$ cat src/rtl/c17_bist_pkg.sv
// Shared widths, defaults and state encoding for the C17 BIST controller and its MISR.
package c17_bist_pkg;

   localparam int unsigned PAT_W    = 5;
   localparam int unsigned RSP_W    = 2;
   localparam int unsigned SIG_W    = 16;
   localparam int unsigned NUM_PATS = 32;
   localparam int unsigned CNT_W    = $clog2(NUM_PATS + 1);

   // Fibonacci taps for x^5+x^3+1: feedback = cur[4] ^ cur[2]
   localparam logic [PAT_W-1:0] LFSR_TAPS     = 5'b10100;
   localparam logic [PAT_W-1:0] DEF_LFSR_SEED = 5'h01;
   localparam logic [SIG_W-1:0] DEF_MISR_POLY = 16'h1021;

   localparam logic [1:0] ST_IDLE  = 2'd0;
   localparam logic [1:0] ST_RUN   = 2'd1;
   localparam logic [1:0] ST_CHECK = 2'd2;

   typedef enum logic [1:0] {
      IDLE  = ST_IDLE,
      RUN   = ST_RUN,
      CHECK = ST_CHECK
   } state_e;

endpackage

$ cat src/rtl/c17_bist_ctrl_if.sv
// Host handshake, status and CUT pattern/response bundle for the C17 BIST controller.
interface c17_bist_ctrl_if;
   import c17_bist_pkg::*;

   logic             start;
   logic [PAT_W-1:0] cut_in;
   logic [RSP_W-1:0] cut_out;
   logic             busy;
   logic             done;
   logic             pass;
   logic [SIG_W-1:0] signature;
   logic [CNT_W-1:0] pat_count;

   modport slave (
      input  start, cut_out,
      output cut_in, busy, done, pass, signature, pat_count
   );

   modport master (
      output start, cut_out,
      input  cut_in, busy, done, pass, signature, pat_count
   );

endinterface

$ cat src/rtl/c17_misr.sv
// Multiple-input signature register: shift-left Galois MISR absorbing a narrow response word.
module c17_misr #(
   parameter int unsigned      SIG_W = 16,
   parameter int unsigned      RSP_W = 2,
   parameter logic [SIG_W-1:0] POLY  = 16'h1021
) (
   input  logic             clock,
   input  logic             reset_n,
   input  logic             clear,
   input  logic             enable,
   input  logic [RSP_W-1:0] data_in,
   output logic [SIG_W-1:0] sig
);

   logic [SIG_W-1:0] sig_q;
   logic [SIG_W-1:0] sig_d;

   always_comb begin
      sig_d = sig_q;
      if (clear) begin
         sig_d = '0;
      end else if (enable) begin
         sig_d = {sig_q[SIG_W-2:0], 1'b0}
               ^ (sig_q[SIG_W-1] ? POLY : '0)
               ^ {{(SIG_W-RSP_W){1'b0}}, data_in};
      end
   end

   always_ff @(posedge clock) begin
      if (!reset_n) begin
         sig_q <= '0;
      end else begin
         sig_q <= sig_d;
      end
   end

   assign sig = sig_q;

endmodule

$ cat src/rtl/c17_bist_ctrl.sv
// BIST driver for the C17 core: walks all 32 input patterns, compacts responses in a MISR,
// and reports pass/fail against a golden signature through a start/done handshake.
module c17_bist_ctrl
   import c17_bist_pkg::*;
#(
   parameter logic [PAT_W-1:0] LFSR_SEED  = DEF_LFSR_SEED,
   parameter logic [SIG_W-1:0] MISR_POLY  = DEF_MISR_POLY,
   parameter logic [SIG_W-1:0] GOLDEN_SIG = 16'h0000
) (
   input logic            clock,
   input logic            reset_n,
   c17_bist_ctrl_if.slave bus
);

   state_e           state_q, state_d;
   logic [PAT_W-1:0] cut_in_q, cut_in_d;
   logic [CNT_W-1:0] cnt_q, cnt_d;
   logic             pass_q, pass_d;
   logic             done_q, done_d;
   logic             misr_clear;
   logic             misr_en;
   logic [SIG_W-1:0] sig;

   assign misr_clear = (state_q == IDLE) && bus.start;
   assign misr_en    = (state_q == RUN);

   always_comb begin
      state_d  = state_q;
      cut_in_d = cut_in_q;
      cnt_d    = cnt_q;
      pass_d   = pass_q;
      done_d   = 1'b0;
      unique case (state_q)
         IDLE: begin
            if (bus.start) begin
               state_d  = RUN;
               cut_in_d = LFSR_SEED;
               cnt_d    = '0;
               pass_d   = 1'b0;
            end
         end
         RUN: begin
            cnt_d = cnt_q + 1'b1;
            // Slot 32 is forced to zero (the LFSR never produces it); after slot 32 cut_in parks at zero.
            if (cnt_q >= CNT_W'(NUM_PATS - 2)) begin
               cut_in_d = '0;
            end else begin
               cut_in_d = {cut_in_q[PAT_W-2:0], ^(cut_in_q & LFSR_TAPS)};
            end
            if (cnt_q == CNT_W'(NUM_PATS - 1)) begin
               state_d = CHECK;
            end
         end
         CHECK: begin
            state_d = IDLE;
            pass_d  = (sig == GOLDEN_SIG);
            done_d  = 1'b1;
         end
         default: state_d = IDLE;
      endcase
   end

   always_ff @(posedge clock) begin
      if (!reset_n) begin
         state_q  <= IDLE;
         cut_in_q <= '0;
         cnt_q    <= '0;
         pass_q   <= 1'b0;
         done_q   <= 1'b0;
      end else begin
         state_q  <= state_d;
         cut_in_q <= cut_in_d;
         cnt_q    <= cnt_d;
         pass_q   <= pass_d;
         done_q   <= done_d;
      end
   end

   c17_misr #(
      .SIG_W (SIG_W),
      .RSP_W (RSP_W),
      .POLY  (MISR_POLY)
   ) u_misr (
      .clock   (clock),
      .reset_n (reset_n),
      .clear   (misr_clear),
      .enable  (misr_en),
      .data_in (bus.cut_out),
      .sig     (sig)
   );

   assign bus.cut_in    = cut_in_q;
   assign bus.busy      = (state_q == RUN);
   assign bus.done      = done_q;
   assign bus.pass      = pass_q;
   assign bus.signature = sig;
   assign bus.pat_count = cnt_q;

endmodule

$ cat src/flat_wrapper.sv
// flat-port wrapper written by rule: the top's interface ports become plain ports
module c17_bist_ctrl_flat import c17_bist_pkg::*;
#(
   parameter logic [PAT_W-1:0] LFSR_SEED  = DEF_LFSR_SEED,
   parameter logic [SIG_W-1:0] MISR_POLY  = DEF_MISR_POLY,
   parameter logic [SIG_W-1:0] GOLDEN_SIG = 16'h0000
)
  (clock, reset_n, bus_start, bus_cut_out, bus_cut_in, bus_busy, bus_done, bus_pass, bus_signature, bus_pat_count);
  c17_bist_ctrl_if bus_i ();
  input logic clock;
  input logic reset_n;
  input wire logic [$bits(bus_i.start)-1:0] bus_start;
  input wire logic [$bits(bus_i.cut_out)-1:0] bus_cut_out;
  output wire logic [$bits(bus_i.cut_in)-1:0] bus_cut_in;
  output wire logic [$bits(bus_i.busy)-1:0] bus_busy;
  output wire logic [$bits(bus_i.done)-1:0] bus_done;
  output wire logic [$bits(bus_i.pass)-1:0] bus_pass;
  output wire logic [$bits(bus_i.signature)-1:0] bus_signature;
  output wire logic [$bits(bus_i.pat_count)-1:0] bus_pat_count;
  assign bus_i.start = bus_start;
  assign bus_i.cut_out = bus_cut_out;
  assign bus_cut_in = bus_i.cut_in;
  assign bus_busy = bus_i.busy;
  assign bus_done = bus_i.done;
  assign bus_pass = bus_i.pass;
  assign bus_signature = bus_i.signature;
  assign bus_pat_count = bus_i.pat_count;
  c17_bist_ctrl #(.LFSR_SEED(LFSR_SEED), .MISR_POLY(MISR_POLY), .GOLDEN_SIG(GOLDEN_SIG)) u_core (.clock(clock), .reset_n(reset_n), .bus(bus_i));
endmodule
$ cat config.mk
export PLATFORM = sky130hd
export DESIGN_NAME = c17_bist_ctrl_flat
export DESIGN_NICKNAME = d
export VERILOG_FILES = /design/src/rtl/c17_bist_pkg.sv /design/src/rtl/c17_bist_ctrl_if.sv /design/src/rtl/c17_misr.sv /design/src/rtl/c17_bist_ctrl.sv /design/src/flat_wrapper.sv
export SDC_FILE = /design/constraint.sdc
export NUM_CORES = 1
export LEC_CHECK = 0
export CAP_MARGIN = 25
export CORE_MARGIN = 4
export CORE_UTILIZATION = 43
export CTS_CLUSTER_SIZE = 16
export DETAILED_ROUTE_END_ITERATION = 10
export GPL_TIMING_DRIVEN = 0
export HOLD_SLACK_MARGIN = 0.12
export PLACE_DENSITY_LB_ADDON = 0.08
export REMOVE_ABC_BUFFERS = 1
export SLEW_MARGIN = 40
export SYNTH_ARGS = -nofsm -noshare
export SYNTH_HDL_FRONTEND = slang
export SYNTH_SLANG_ARGS = --single-unit
$ cat constraint.sdc
create_clock -name clock -period 1.2 [get_ports clock]
set_input_delay 0.18 -clock clock [delete_from_list [all_inputs] [get_ports clock]]
set_output_delay 0.18 -clock clock [all_outputs]
set_load 0.02 [all_outputs]
# [Word level (Yosys, flattened, before mapping)]
# Index checks and enable logic that the tools add are counted.
[word_totals] regBits=31 latch_bits=0 ramBits=0 mem_bits_ro=0 input_bits=5 out_inout_bits=30 word_cells=38 n_memories=0
[classes] n_addsub=1 mul=0 div=0 magnitude_cmp=1 eq_ne=5 shifts=0 n_mux=12 bitwise_logic=3 reduce_logical=10
[ops] operator="$logic_not 16->1" count=1
[ops] operator="$xor 16x16->16" count=1
[ops] operator="$xor 16x2->16" count=1
[ops] operator="$mux 13" count=1
[ops] operator="$pmux 6 s2" count=1
[ops] operator="$mux 5" count=2
[ops] operator="$pmux 5 s2" count=1
[ops] operator="$add 6x1->6 const B" count=1
[ops] operator="$eq 6x5->1 const B" count=1
[ops] operator="$ge 6x5->1 const B" count=1
[ops] operator="$mux 6" count=1
[ops] operator="$reduce_and 2->1" count=3
[ops] operator="$reduce_xor 5->1" count=1
[ops] operator="$mux 2" count=2
[ops] operator="$pmux 2 s2" count=1
[ops] operator="$reduce_bool 2->1" count=2
[ops] operator="$eq 2x1->1 const B" count=1
[ops] operator="$eq 2x2->1 const B" count=1
[ops] operator="$logic_not 2->1" count=1
[ops] operator="$mux 1" count=2
[ops] operator="$ne 2x1->1 const B" count=1
[ops] operator="$ne 2x2->1 const B" count=1
[ops] operator="$pmux 1 s2" count=1
[ops] operator="$reduce_or 2->1" count=1
[ops] operator="other kinds (2)" count=2

# [Depth between registers and ports, before layout]
[logic_depth] ltp_word=3 ltp_mapped=6 depth_no_buf=5

# [Hierarchy]
# Synthesis repeated with hierarchy kept, for this count alone.
[unflattened] cells_unflattened=135 hier_area_um2=1312.5
[modules_own_cells] mod="c17_bist_ctrl" instances=1 cells_each=78 area_per_inst_um2=694.4 seq_area_each_um2=300.3
[modules_own_cells] mod="c17_misr" instances=1 cells_each=57 area_per_inst_um2=618.1 seq_area_each_um2=320.3

# [Worst setup path before layout]
# Ideal clock, no wire load.
[synth_timing] path_kind="register to register" start="register u_core.cnt_q[0], in the netlist u_core.bus.pat_count[0]" end="register u_core.cut_in_q[2], in the netlist u_core.bus.cut_in[2]" setup_time_ns=0.092 t_arrival_ns=1.277 required_time_ns=1.108 path_slack_ns=-0.169 stages_incl_launch_ff=6 n_path_buf=0 period_less_slack_ns=1.369 path_cell_list="dfxtp_1 -> inv_1 -> ha_1 -> o2111ai_1 -> nand2b_1 -> o32ai_1"
[synth_via] elab_chain_cells=3
[synth_rtl] element="from (decl)" line="c17_bist_ctrl.sv:17" rtl="logic [CNT_W-1:0] cnt_q, cnt_d;"
[synth_rtl] element="from (signal assigned)" line="c17_bist_ctrl.sv:73" rtl="cnt_q <= cnt_d;"
[synth_rtl] element="$ge 6x5->1" line="c17_bist_ctrl.sv:45" rtl="if (cnt_q >= CNT_W'(NUM_PATS - 2)) begin"
[synth_rtl] element="$mux 5" line="c17_bist_ctrl.sv:45"
[synth_rtl] element="$pmux 5 s2" line="c17_bist_ctrl.sv:33" rtl="unique case (state_q)"
[synth_rtl] element="to (signal assigned)" line="c17_bist_ctrl.sv:72" rtl="cut_in_q <= cut_in_d;"
[synth_rtl] element="to (decl)" line="c17_bist_ctrl.sv:16" rtl="logic [PAT_W-1:0] cut_in_q, cut_in_d;"
# Every way passes these cells.
# A chain may end at the register's enable or synchronous reset.

# [Worst setup path after layout]
[layout_timing] start="register u_core.state_q[1]" end="output port bus_busy"
[layout_via] elab_chain_cells=1
[layout_rtl] element="from (decl)" line="c17_bist_ctrl.sv:15" rtl="state_e state_q, state_d;"
[layout_rtl] element="from (signal assigned)" line="c17_bist_ctrl.sv:71" rtl="state_q <= state_d;"
[layout_rtl] element="$eq 2x1->1" line="c17_bist_ctrl.sv:93" rtl="assign bus.busy = (state_q == RUN);"
[layout_rtl] element="to (decl)" line="flat_wrapper.sv:15" rtl="output wire logic [$bits(bus_i.busy)-1:0] bus_busy;"
# Every way passes these cells.

==> impl_metrics.ini <==
[floorplanning]
row_count = 20
initial_core_util = 0.4533
core_um2 = 3078
die_width_um = 64.96
dieArea_um2 = 4220
die_height_um = 64.96
ios = 35

[yosys]
synthSimpleGateAreaFrac = 0.2143
synthArstFlopShare = 0
syn_avg_cell_area_um2 = 9.363
synth-seq-cells = 31
yosys_warnings = 0
synth.area.mux_share = 0.007175
synth_top_family_by_area = simple AND/OR/NAND/NOR gates
syn_inst = 149
synth_xor_area_frac = 0.03139
synth_edf_count = 0
synth_compound_area_frac = 0.2009
synth_area_um2 = 1395
synthFlopType = dfxtp_1
synthDistinctLibCells = 45
synth_fa_ha_area_frac = 0.01794
yosysSeqAreaShare = 0.4448

[power]
peakVddDrop_mv = 0.6031
pwr_density_cell_nw_per_um2 = 968.4
p_leak_nw = 0.7700

[final_layout]
nets = 208
drive_gt1_frac = 0.5323
fin_cells = 245
layout_common_cells = nand2_1, dfxtp_2, clkdlybuf4s15_2
diodes = 0
layout_commonest_cell = nand2_1
area_growth_syn_to_layout_pct = 48.34

[global_routing]
grt_max_degree = 28
track_usage = 0.1766
grt_antenna_before_repair = 0
grt_pass1_vias = 1250
grt_first_pass_wirelength_mm = 5.830
grt_overflow = 0

[route]
dr.first_iter.drc_count = 60
ant_nets = 0
num_vias = 1264
drc = 0
wl_per_cell_um = 14.86
drt-pass1-iter-count = 4
viasPerCell = 5.159
wirelength_mm = 3.641

[timing]
post-route-period-util = 1.028
period_minus_slack_ns = 1.234
tns_ns = -0.1697
setup_viol = 13
max_freq_mhz = 810.4
finClkSkew_ns = 0.008920
drv_slew = 0
fin_ws_ns = -0.03399
relSlewSlack = 0.5695
hold_viol = 0
rsz0062_at_grt = yes
tightest_slew_ns = 0.6457

[clocking]
cts_sinks = 31
cts_root_buf = clkbuf_4
clkSlewWorstSetupHoldPaths_ns = 0.10
cts_max_level = 2
clk_path_buf_depth = 2
clk_latency_ns = 0.32
cts_tree = built
cts_buffers = 5
ctsHoldBuffers = 0

[worst_setup_path]
rr_endpoint = u_core.u_misr.sig[0]
crit_arrival_ns = 1.05
end_kind = output port
critPathKind = flip-flop to output port
ff2ff_path_depth = 4
rr_startpoint = u_core.state_q[0]
cp-start-kind = flip-flop
cp.required_ns = 1.02
path_max_fanout = 5
r2r_slack_ns = -0.03

[flow_run]
cap_violations = 0

[hold_path]
hp-start = u_core.bus.pat_count[5]
min_delay_path_depth = 1
hold_path.class = flip-flop to flip-flop
holdPathEnd = u_core.state_q[1]

[placed_design]
io_buffer_count = 34
place.detailed.instances = 219
place_hpwl_mm = 2.028
routabilityCongestion = 0.8063

[status]
status = complete, but fails checks
violations = negative setup slack
-- final cells by class --
| class | count | area [um2] |
|---|---|---|
| Multi-Input combinational cell | 105 | 780.7 |
| Sequential cell | 31 | 668.1 |
| Timing Repair Buffer | 52 | 469.2 |
| Inverter | 5 | 31.28 |
| Clock buffer | 6 | 51.30 |
| Clock inverter | 1 | 5.005 |
| Tap cell | 44 | 55.05 |
| Fill cell | 243 | 1008 |
| Timing Repair inverter | 1 | 8.758 |
-- registers in the layout, indices dropped and copies added (netlist names) --
| signal | cells |
|---|---|
| u_core.bus.pat_count | 6 |
| u_core.bus.pass | 1 |
| u_core.bus.done | 1 |
| u_core.state_q | 2 |
| u_core.u_misr.sig | 16 |
| u_core.bus.cut_in | 5 |
-- cells in the mapped netlist, types with 2 or more instances --
| master | instances | area (um2) |
|---|---|---|
| dfxtp_1 | 31 | 620.6 |
| nand2_1 | 30 | 112.6 |
| a21oi_2 | 9 | 78.83 |
| nor2_1 | 6 | 22.52 |
| a211oi_1 | 5 | 37.54 |
| nand3_1 | 5 | 25.02 |
| nor4_1 | 5 | 31.28 |
| a21oi_1 | 4 | 20.02 |
| inv_1 | 4 | 15.01 |
| xnor2_1 | 4 | 35.03 |
| buf_6 | 3 | 33.78 |
| nand4_1 | 3 | 18.77 |
| and2_1 | 2 | 12.51 |
| and3_1 | 2 | 12.51 |
| buf_12 | 2 | 40.04 |
| ha_1 | 2 | 25.02 |
| nand2b_1 | 2 | 12.51 |
| o31ai_1 | 2 | 15.01 |
| o32ai_1 | 2 | 17.52 |
-- power by group --
group / internal (mW) / switching, mW / total [mW]
sequential: 1.04 / 0.0239 / 1.06
combinational: 0.143 / 0.177 / 0.320
clock: 0.271 / 0.352 / 0.623
total: 1.45 / 0.552 / 2.00
-- per-stage QoR --
stage	power, mW	hold slack (ns)	instance area (um2)	util	worst slack (ns)
floorplan	1.214	0.3017	1300	-	-0.1694
global placement	1.303	0.4657	1695	0.5508	-0.7269
detailed placement	1.312	0.4754	1707	0.5545	-0.7403
CTS	1.965	0.4601	1943	0.6313	-0.1136
global route	2.095	0.4978	2069	0.6724	-0.07846
finish	2.004	0.4708	2069	0.6724	-0.03399
-- critical path, cell delays in order, from the launching register on --
cell      delay [ns]
dfxtp_4         0.35
nand2b_4        0.19
inv_12          0.08
buf_8           0.10
-- metal layers --
metal  GRT usage  up-vias  part of all wire
li1            -      634                 -
met1      0.2372      602              0.48
met2      0.2567       24              0.47
met3     0.06759        4             0.043
met4     0.06069        0            0.0074
met5           0        -                 0
-- cell families after synthesis --
logic type      count (synthesis)
mux                             1
compound gates                 35
flops                          31
simple gates                   61
buf+inv                        14
xor+xnor                        5
fa+ha+maj                       2
-- worst max path at each step --
stage	from	end	slack, ns	depth (start not counted)
4_1_cts	u_core.state_q[1]	bus_busy	-0.11	3
6_report	u_core.state_q[1]	bus_busy	-0.03	3
3_5_place_dp	u_core.state_q[0]	bus_busy	-0.74	3
5_1_grt	u_core.state_q[0]	u_core.u_misr.sig[5]	-0.08	4
3_3_place_gp	u_core.state_q[0]	bus_busy	-0.73	3
2_1_floorplan	u_core.bus.pat_count[0]	u_core.bus.cut_in[2]	-0.17	5
-- repair_timing --
item / 4_1_cts / 5_1_grt
hold endpoints to repair: 0 / 0
buffers inserted: 9 / 8
cloned: 1 / 1
gates resized for setup: 118 / 46
setup endpoints to repair: 59 / 51
pin swaps: 6 / 4
Power figures use the tool's default switching activity.
